===== config.mk =====
export PLATFORM = sky130hd
export DESIGN_NAME = stream_dmux_n
export DESIGN_NICKNAME = d
export VERILOG_FILES = /design/src/rtl/stream_dmux_pkg.sv /design/src/rtl/stream_dmux_n_slot.sv /design/src/rtl/stream_dmux_n.sv
export SDC_FILE = /design/constraint.sdc
export NUM_CORES = 1
export LEC_CHECK = 0
export CAP_MARGIN = 20
export CORE_MARGIN = 3
export CORE_UTILIZATION = 30
export DETAILED_ROUTE_END_ITERATION = 6
export PLACE_DENSITY = 0.61
export SLEW_MARGIN = 0
export SYNTH_ARGS = -nofsm -noshare
export SYNTH_HDL_FRONTEND = slang
export SYNTH_SLANG_ARGS = --single-unit

===== constraint.sdc =====
create_clock -name clk -period 7.4 [get_ports clk]
set_clock_uncertainty 0.05 [all_clocks]
set_input_delay 2.22 -clock clk [delete_from_list [all_inputs] [get_ports clk]]
set_output_delay 2.22 -clock clk [all_outputs]
set_load 0.005 [all_outputs]

===== src/rtl/stream_dmux_pkg.sv =====
// Shared types and defaults for the registered N-way stream demultiplexer.
// Provides default sizes, the select-width helper and the slot state enum.
package stream_dmux_pkg;

  localparam int DEF_WIDTH    = 16;
  localparam int DEF_CHANNELS = 4;

  // Select width for n channels; never narrower than one bit.
  function automatic int sel_width(input int n);
    return (n < 2) ? 1 : $clog2(n);
  endfunction

  typedef enum logic {
    SLOT_EMPTY = 1'b0,
    SLOT_FULL  = 1'b1
  } slot_state_e;

endpackage


===== src/rtl/stream_dmux_n_slot.sv =====
// One-entry output register slot with valid/ready and same-cycle refill.
// Ports: clk, reset, wr_en, wr_data, out_ready, out_valid, out_data, free.
module dmux_slot
  import stream_dmux_pkg::*;
#(
  parameter int WIDTH = DEF_WIDTH
) (
  input  logic             clk,
  input  logic             reset,
  input  logic             wr_en,
  input  logic [WIDTH-1:0] wr_data,
  input  logic             out_ready,
  output logic             out_valid,
  output logic [WIDTH-1:0] out_data,
  output logic             free
);

  slot_state_e state;
  slot_state_e state_nx;
  logic [WIDTH-1:0] data_q;

  always_ff @(posedge clk or posedge reset) begin
    if (reset) begin
      state <= SLOT_EMPTY;
    end else begin
      state <= state_nx;
    end
  end

  // A write while draining keeps the slot full with no bubble.
  always_comb begin
    state_nx = state;
    case (state)
      SLOT_EMPTY: begin
        if (wr_en) state_nx = SLOT_FULL;
      end
      SLOT_FULL: begin
        if (wr_en)          state_nx = SLOT_FULL;
        else if (out_ready) state_nx = SLOT_EMPTY;
      end
      default: state_nx = SLOT_EMPTY;
    endcase
  end

  // Data only moves on a write, so it is stable under backpressure.
  always_ff @(posedge clk or posedge reset) begin
    if (reset) begin
      data_q <= '0;
    end else if (wr_en) begin
      data_q <= wr_data;
    end
  end

  always_comb begin
    out_valid = (state == SLOT_FULL);
    out_data  = data_q;
    free      = (state == SLOT_EMPTY) | out_ready;
  end

endmodule


===== src/rtl/stream_dmux_n.sv =====
// Registered 1-to-N valid/ready stream demultiplexer, one slot per channel.
// Ports: clk, reset, in_valid/in_ready/in_data/in_sel, out_valid/out_ready/
// out_data (channel k at [k*WIDTH +: WIDTH]), sel_err pulse on dropped word.
// Option STREAM_DMUX_BROADCAST_EN adds in_bcast: write the word to all slots.
module stream_dmux_n
  import stream_dmux_pkg::*;
#(
  parameter  int WIDTH    = DEF_WIDTH,
  parameter  int CHANNELS = DEF_CHANNELS,
  localparam int SEL_W    = sel_width(CHANNELS)
) (
  input  logic                      clk,
  input  logic                      reset,
  input  logic                      in_valid,
  output logic                      in_ready,
  input  logic [WIDTH-1:0]          in_data,
  input  logic [SEL_W-1:0]          in_sel,
`ifdef STREAM_DMUX_BROADCAST_EN
  input  logic                      in_bcast,
`endif
  output logic [CHANNELS-1:0]       out_valid,
  input  logic [CHANNELS-1:0]       out_ready,
  output logic [CHANNELS*WIDTH-1:0] out_data,
  output logic                      sel_err
);

  logic [CHANNELS-1:0] hit;
  logic [CHANNELS-1:0] free;
  logic [CHANNELS-1:0] wr_en;
  logic                sel_ok;
  logic                sel_ready;
  logic                bcast;
  logic                accept;

`ifdef STREAM_DMUX_BROADCAST_EN
  assign bcast = in_bcast;
`else
  assign bcast = 1'b0;
`endif

  // One-hot decode; an out-of-range select matches no channel.
  always_comb begin
    hit = '0;
    for (int k = 0; k < CHANNELS; k++) begin
      hit[k] = (in_sel == SEL_W'(k));
    end
  end

  // in_ready never looks at in_valid; dropped words are always taken.
  always_comb begin
    sel_ok    = |hit;
    sel_ready = (|(hit & free)) | ~sel_ok;
    in_ready  = bcast ? (&free) : sel_ready;
    accept    = in_valid & in_ready;
    wr_en     = {CHANNELS{accept}} & (hit | {CHANNELS{bcast}});
  end

  always_ff @(posedge clk or posedge reset) begin
    if (reset) begin
      sel_err <= 1'b0;
    end else begin
      sel_err <= accept & ~bcast & ~sel_ok;
    end
  end

  for (genvar g = 0; g < CHANNELS; g++) begin : g_slot
    dmux_slot #(
      .WIDTH(WIDTH)
    ) u_slot (
      .clk      (clk),
      .reset    (reset),
      .wr_en    (wr_en[g]),
      .wr_data  (in_data),
      .out_ready(out_ready[g]),
      .out_valid(out_valid[g]),
      .out_data (out_data[g*WIDTH +: WIDTH]),
      .free     (free[g])
    );
  end

endmodule


; ---- Yosys cells after proc, flatten, opt, wreduce, memory -nomap -nowiden
; Cells that the tools add are included.
[totals]
ff_bits = 69
word_cells = 45
inputBits = 25
out_inout_bits = 70
[classes]
n_eq_ne = 3
n_reduce_logical = 3
bitwise = 14
n_mux = 16
[op_table]
columns = op, count
row1 = 1-bit two-way mux, 12
row2 = 4-bit bitwise AND, 2
row3 = 1-bit case mux with 2 select lines, 4
row4 = 4-bit OR reduction, 2
row5 = 1-bit NOT, 5
row6 = 1-bit bitwise OR, 5
row7 = "2-bit equality test, second input constant", 2
row8 = 1-bit bitwise AND, 2
row9 = "2-bit by 1-bit equality test with 1-bit output, second input constant", 1
row10 = 2-bit logical NOT, 1

; ---- Longest topological paths before layout
[depth]
depth_word = 9
ltp_mapped = 5
mapped_depth_nobuf = 3

; ---- Cells and area by module
; A second synthesis with hierarchy kept.
[hier_totals]
hier_cells = 160
area_unflattened_um2 = 2847.7
[modules_own_cells]
columns = mod, instances, cells_each, area_per_inst_um2, seq_area_each_um2
row1 = dmux_slot, 4, 38, 686.9, 425.4
row2 = stream_dmux_n, 1, 8, 100.1, 25.0

; ---- Least setup slack after synthesis
; OpenSTA, ideal clock, no wires.
[synth_path]
kind = input to output
from = input out_ready[0]
to = output in_ready
t_required_ns = 5.130
arrival_time_ns = 2.913
cell_stages = 2
path_buffers = 0
setup_slack_ns = 2.217
cell_sequence = nand2b_1 > mux4_1
[synth_between]
elab_chain_len = 4
[synth_rtl]
columns = element, line
row1 = from (decl), stream_dmux_n.sv:22  ; input logic [CHANNELS-1:0] out_ready,
row2 = 1-bit bitwise OR, stream_dmux_n_slot.sv:57  ; free = (state == SLOT_EMPTY) | out_ready;
row3 = 4-bit bitwise AND, stream_dmux_n.sv:52  ; sel_ready = (|(hit & free)) | ~sel_ok;
row4 = 4-bit OR reduction, stream_dmux_n.sv:52
row5 = 1-bit bitwise OR, stream_dmux_n.sv:52
row6 = to (decl), stream_dmux_n.sv:15  ; output logic in_ready,
; Every way passes these cells.

; ---- Worst setup path in the final report
[layout_path]
from = input in_sel[1]
to = output in_ready
[layout_between]
elab_chain_len = 4
word_cells_on_any_way = 9
cone_classes = eq/ne: 3 / bitwise: 3 / reduce/logical: 3
[layout_rtl]
columns = element, line
row1 = from (decl), stream_dmux_n.sv:17  ; input logic [SEL_W-1:0] in_sel,
row2 = "2-bit by 1-bit equality test with 1-bit output, or another cell as far along", stream_dmux_n.sv:45  ; hit[k] = (in_sel == SEL_W'(k));
row3 = 4-bit bitwise AND or 4-bit OR reduction (tied branches), "stream_dmux_n.sv:52, stream_dmux_n.sv:51"
row4 = 4-bit OR reduction or 1-bit NOT (tied branches), stream_dmux_n.sv:52
row5 = 1-bit bitwise OR *, stream_dmux_n.sv:52
; Mark *: on every way between the ends. The rest lies on a longest branch, timed or not.

==> flow_summary.json <==
{
  "start_util": 0.314,
  "hold_viol_final": 0,
  "ant_nets": 0,
  "hold_buffers": 0,
  "syn_area_mm2": 0.00279,
  "syn-num-nets": 187,
  "die_w_um": 102,
  "min_period_ns": 6.11,
  "fin_crit_sh": 0.826,
  "seqCellArea_mm2": 0.00173,
  "worstSetupStartpoint": "in_sel[1]",
  "dieArea_mm2": 0.0105,
  "cp.arrival_ns": 3.84,
  "relSlewSlack": 0.412,
  "yosysTopAreaCell": "dfrtp_1",
  "synth_compound_area_frac": 0.00180,
  "hp-start": "g_slot[3].u_slot.out_data[0]$_DFFE_PP0P_",
  "synth-edff-count": 0,
  "hold_path_class": "flip-flop to flip-flop",
  "worst_pin_slew_ns": 0.881,
  "rows": 34,
  "ios": 95,
  "drc": 0,
  "synthFlopType": "dfrtp_1",
  "place_area_mm2": 0.00379,
  "antenna_found_initial": 0,
  "syn_inst": 162,
  "cts_made_buffers": 9,
  "max-vdd-ir-drop_v": 0.000113,
  "fmax_mhz": 164,
  "total_leakage_power_nw": 1.69,
  "grt_pass1_vias": 1802,
  "synth_cell_type_count": 21,
  "grt_max_degree": 70,
  "ys_warn_count": 0,
  "synth.top_cell.area_share": 0.619,
  "wire_per_inst_um": 16.4,
  "grtUsageTotal": 0.122,
  "final.setup.tns_ns": 0,
  "wl_um": 6150,
  "syn2layout_area_growth_pct": 42.3,
  "viasPerCell": 4.43,
  "setup_viol": 0,
  "clk_latency_ns": 0.33,
  "coreArea_mm2": 0.00889,
  "cts.sinks": 69,
  "grt_setup_unrepaired": "false",
  "fillers": 803,
  "status": "completed",
  "critical_path_class": "input port to primary output",
  "grt_pass1_wl_um": 9540,
  "multi_input_area_um2": 945,
  "finalPower_w": 0.00106,
  "synth_async_sr_flop_share": 1.00,
  "drv_cap": 0,
  "synthSimpleGateAreaFrac": 0.0399,
  "globalplace.congestion": 0.702,
  "firstDrtPassIters": 3,
  "nNetsFinal": 286,
  "cp_max_fo": 4,
  "power_density_mw_per_mm2": 267,
  "drive_gt1_frac": 0.331,
  "grt-ovfl-total": 0,
  "muxShareOfSynthArea": 0.295,
  "dieHeight_um": 102,
  "cts_root_buf": "clkbuf_8",
  "final_cell_area_mm2": 0.00397,
  "timing.final.max_slew_violations": 0,
  "syn_avg_cell_area_um2": 17.2,
  "ys_ff_latch": 69,
  "critPathLaunchType": "input port",
  "end_kind": "primary output",
  "ys_seq_area_frac": 0.619,
  "drt_iter0_markers": 36,
  "io_buffer_count": 94,
  "diodes": 0,
  "htreeDepth": 3,
  "dp_hpwl_um": 4230,
  "worstPathRequired_ns": 5.13,
  "r2r-start": "g_slot[3].u_slot.out_valid$_DFF_PP0_",
  "dr_total_vias": 1658,
  "cts_resized": 0,
  "yosys.area_share.adder": 0,
  "cts_setup_buffers": 0,
  "synthTopCellsByArea": "dfrtp_1 62%, mux2_2 17%, mux2_4 11%",
  "path_clk_slew_ns": 0.06,
  "cts_tree": "done",
  "synth_xor_area_frac": 0,
  "synth_top_family_by_area": "multiplexers",
  "cts_buffer_depth": 2
}
## cell type report
type	count	share of cell area
Timing Repair Buffer	98	0.247
Inverter	1	0.000946
Multi-Input combinational cell	82	0.238
Clock inverter	4	0.00568
Clock buffer	12	0.0391
Sequential cell	69	0.435
Tap cell	108	0.0341
## cells in the final DEF, fill, tap and decap left out
cell type and n:
buf_8 1, nand3b_4 1, inv_2 1, mux2_2 43, nor3b_4 1, nand2_1 4
clkinvlp_4 1, nand2b_1 4, nand2_2 1, and3_1 1, clkbuf_1 1, conb_1 1
clkdlybuf4s50_1 94, nor2b_2 2, mux4_1 1, clkbuf_8 11, clkinv_2 3, dfrtp_1 69
nand3_1 1, mux2_1 1, mux2_4 20, buf_4 3, o21ai_0 1
## synthesized netlist by cell type, types with 2 or more instances
library cell and count:
mux2_4 20, buf_6 2, nand2_1 4, nand2b_1 4, mux2_2 43, dfrtp_1 69, buf_4 5, buf_12 2
## metrics by stage
step / util / cells / hold WS [ns] / setup WS (ns)
4_1_cts: 0.446 / 374 / 0.444 / 1.26
6_report: 0.446 / 374 / 0.439 / 1.29
5_1_grt: 0.446 / 374 / 0.467 / 1.19
3_3_place_gp: 0.424 / 357 / 0.421 / 1.28
3_5_place_dp: 0.426 / 358 / 0.428 / 1.26
2_1_floorplan: - / 162 / 0.422 / 2.22
## final timing paths
kind | end | slack, ns | depth (start not counted)
worst max-delay path | in_ready | 1.29 | 3
worst min-delay path | g_slot[3].u_slot.out_data[0]$_DFFE_PP0P_ | 0.44 | 1
worst max register to register | g_slot[3].u_slot.out_data[8]$_DFFE_PP0P_ | 5.60 | 4
worst min register to register | g_slot[3].u_slot.out_data[0]$_DFFE_PP0P_ | 0.44 | 1
max in group asynchronous | g_slot[2].u_slot.out_data[4]$_DFFE_PP0P_ | 4.29 | 3
min in group asynchronous | g_slot[2].u_slot.out_data[0]$_DFFE_PP0P_ | 2.42 | 3
## state kept, by name (all words and copies together), names as in the netlist
signal,cells
g_slot.u_slot.out_valid,4
g_slot.u_slot.out_data,64
sel_err,1
## worst max-delay path, cell delays in order
cell and delay, ns:
clkdlybuf4s50_1 0.57, mux4_1 0.58, clkdlybuf4s50_1 0.46
## cell families (layout without fill, tap and decap cells)
group	Yosys count	count (layout)
compound gates	1	1
buf+inv	11	115
flops	69	69
mux	65	65
other cells	1	1
simple gates	15	15
## power breakdown
part,total [W],switching [W],internal (W)
clock,0.000275,0.000137,0.000138
sequential,0.000494,0.0000405,0.000453
combinational,0.000290,0.0000803,0.000210
## metal layers
metal / vias up / GRT usage / share of wire
met4: 0 / 0.0333 / 0.0047
met3: 2 / 0.0526 / 0.068
met2: 58 / 0.188 / 0.47
li1: 757 / - / -
met5: - / 0 / 0
met1: 841 / 0.158 / 0.46
(Power assumes the default switching activity.)
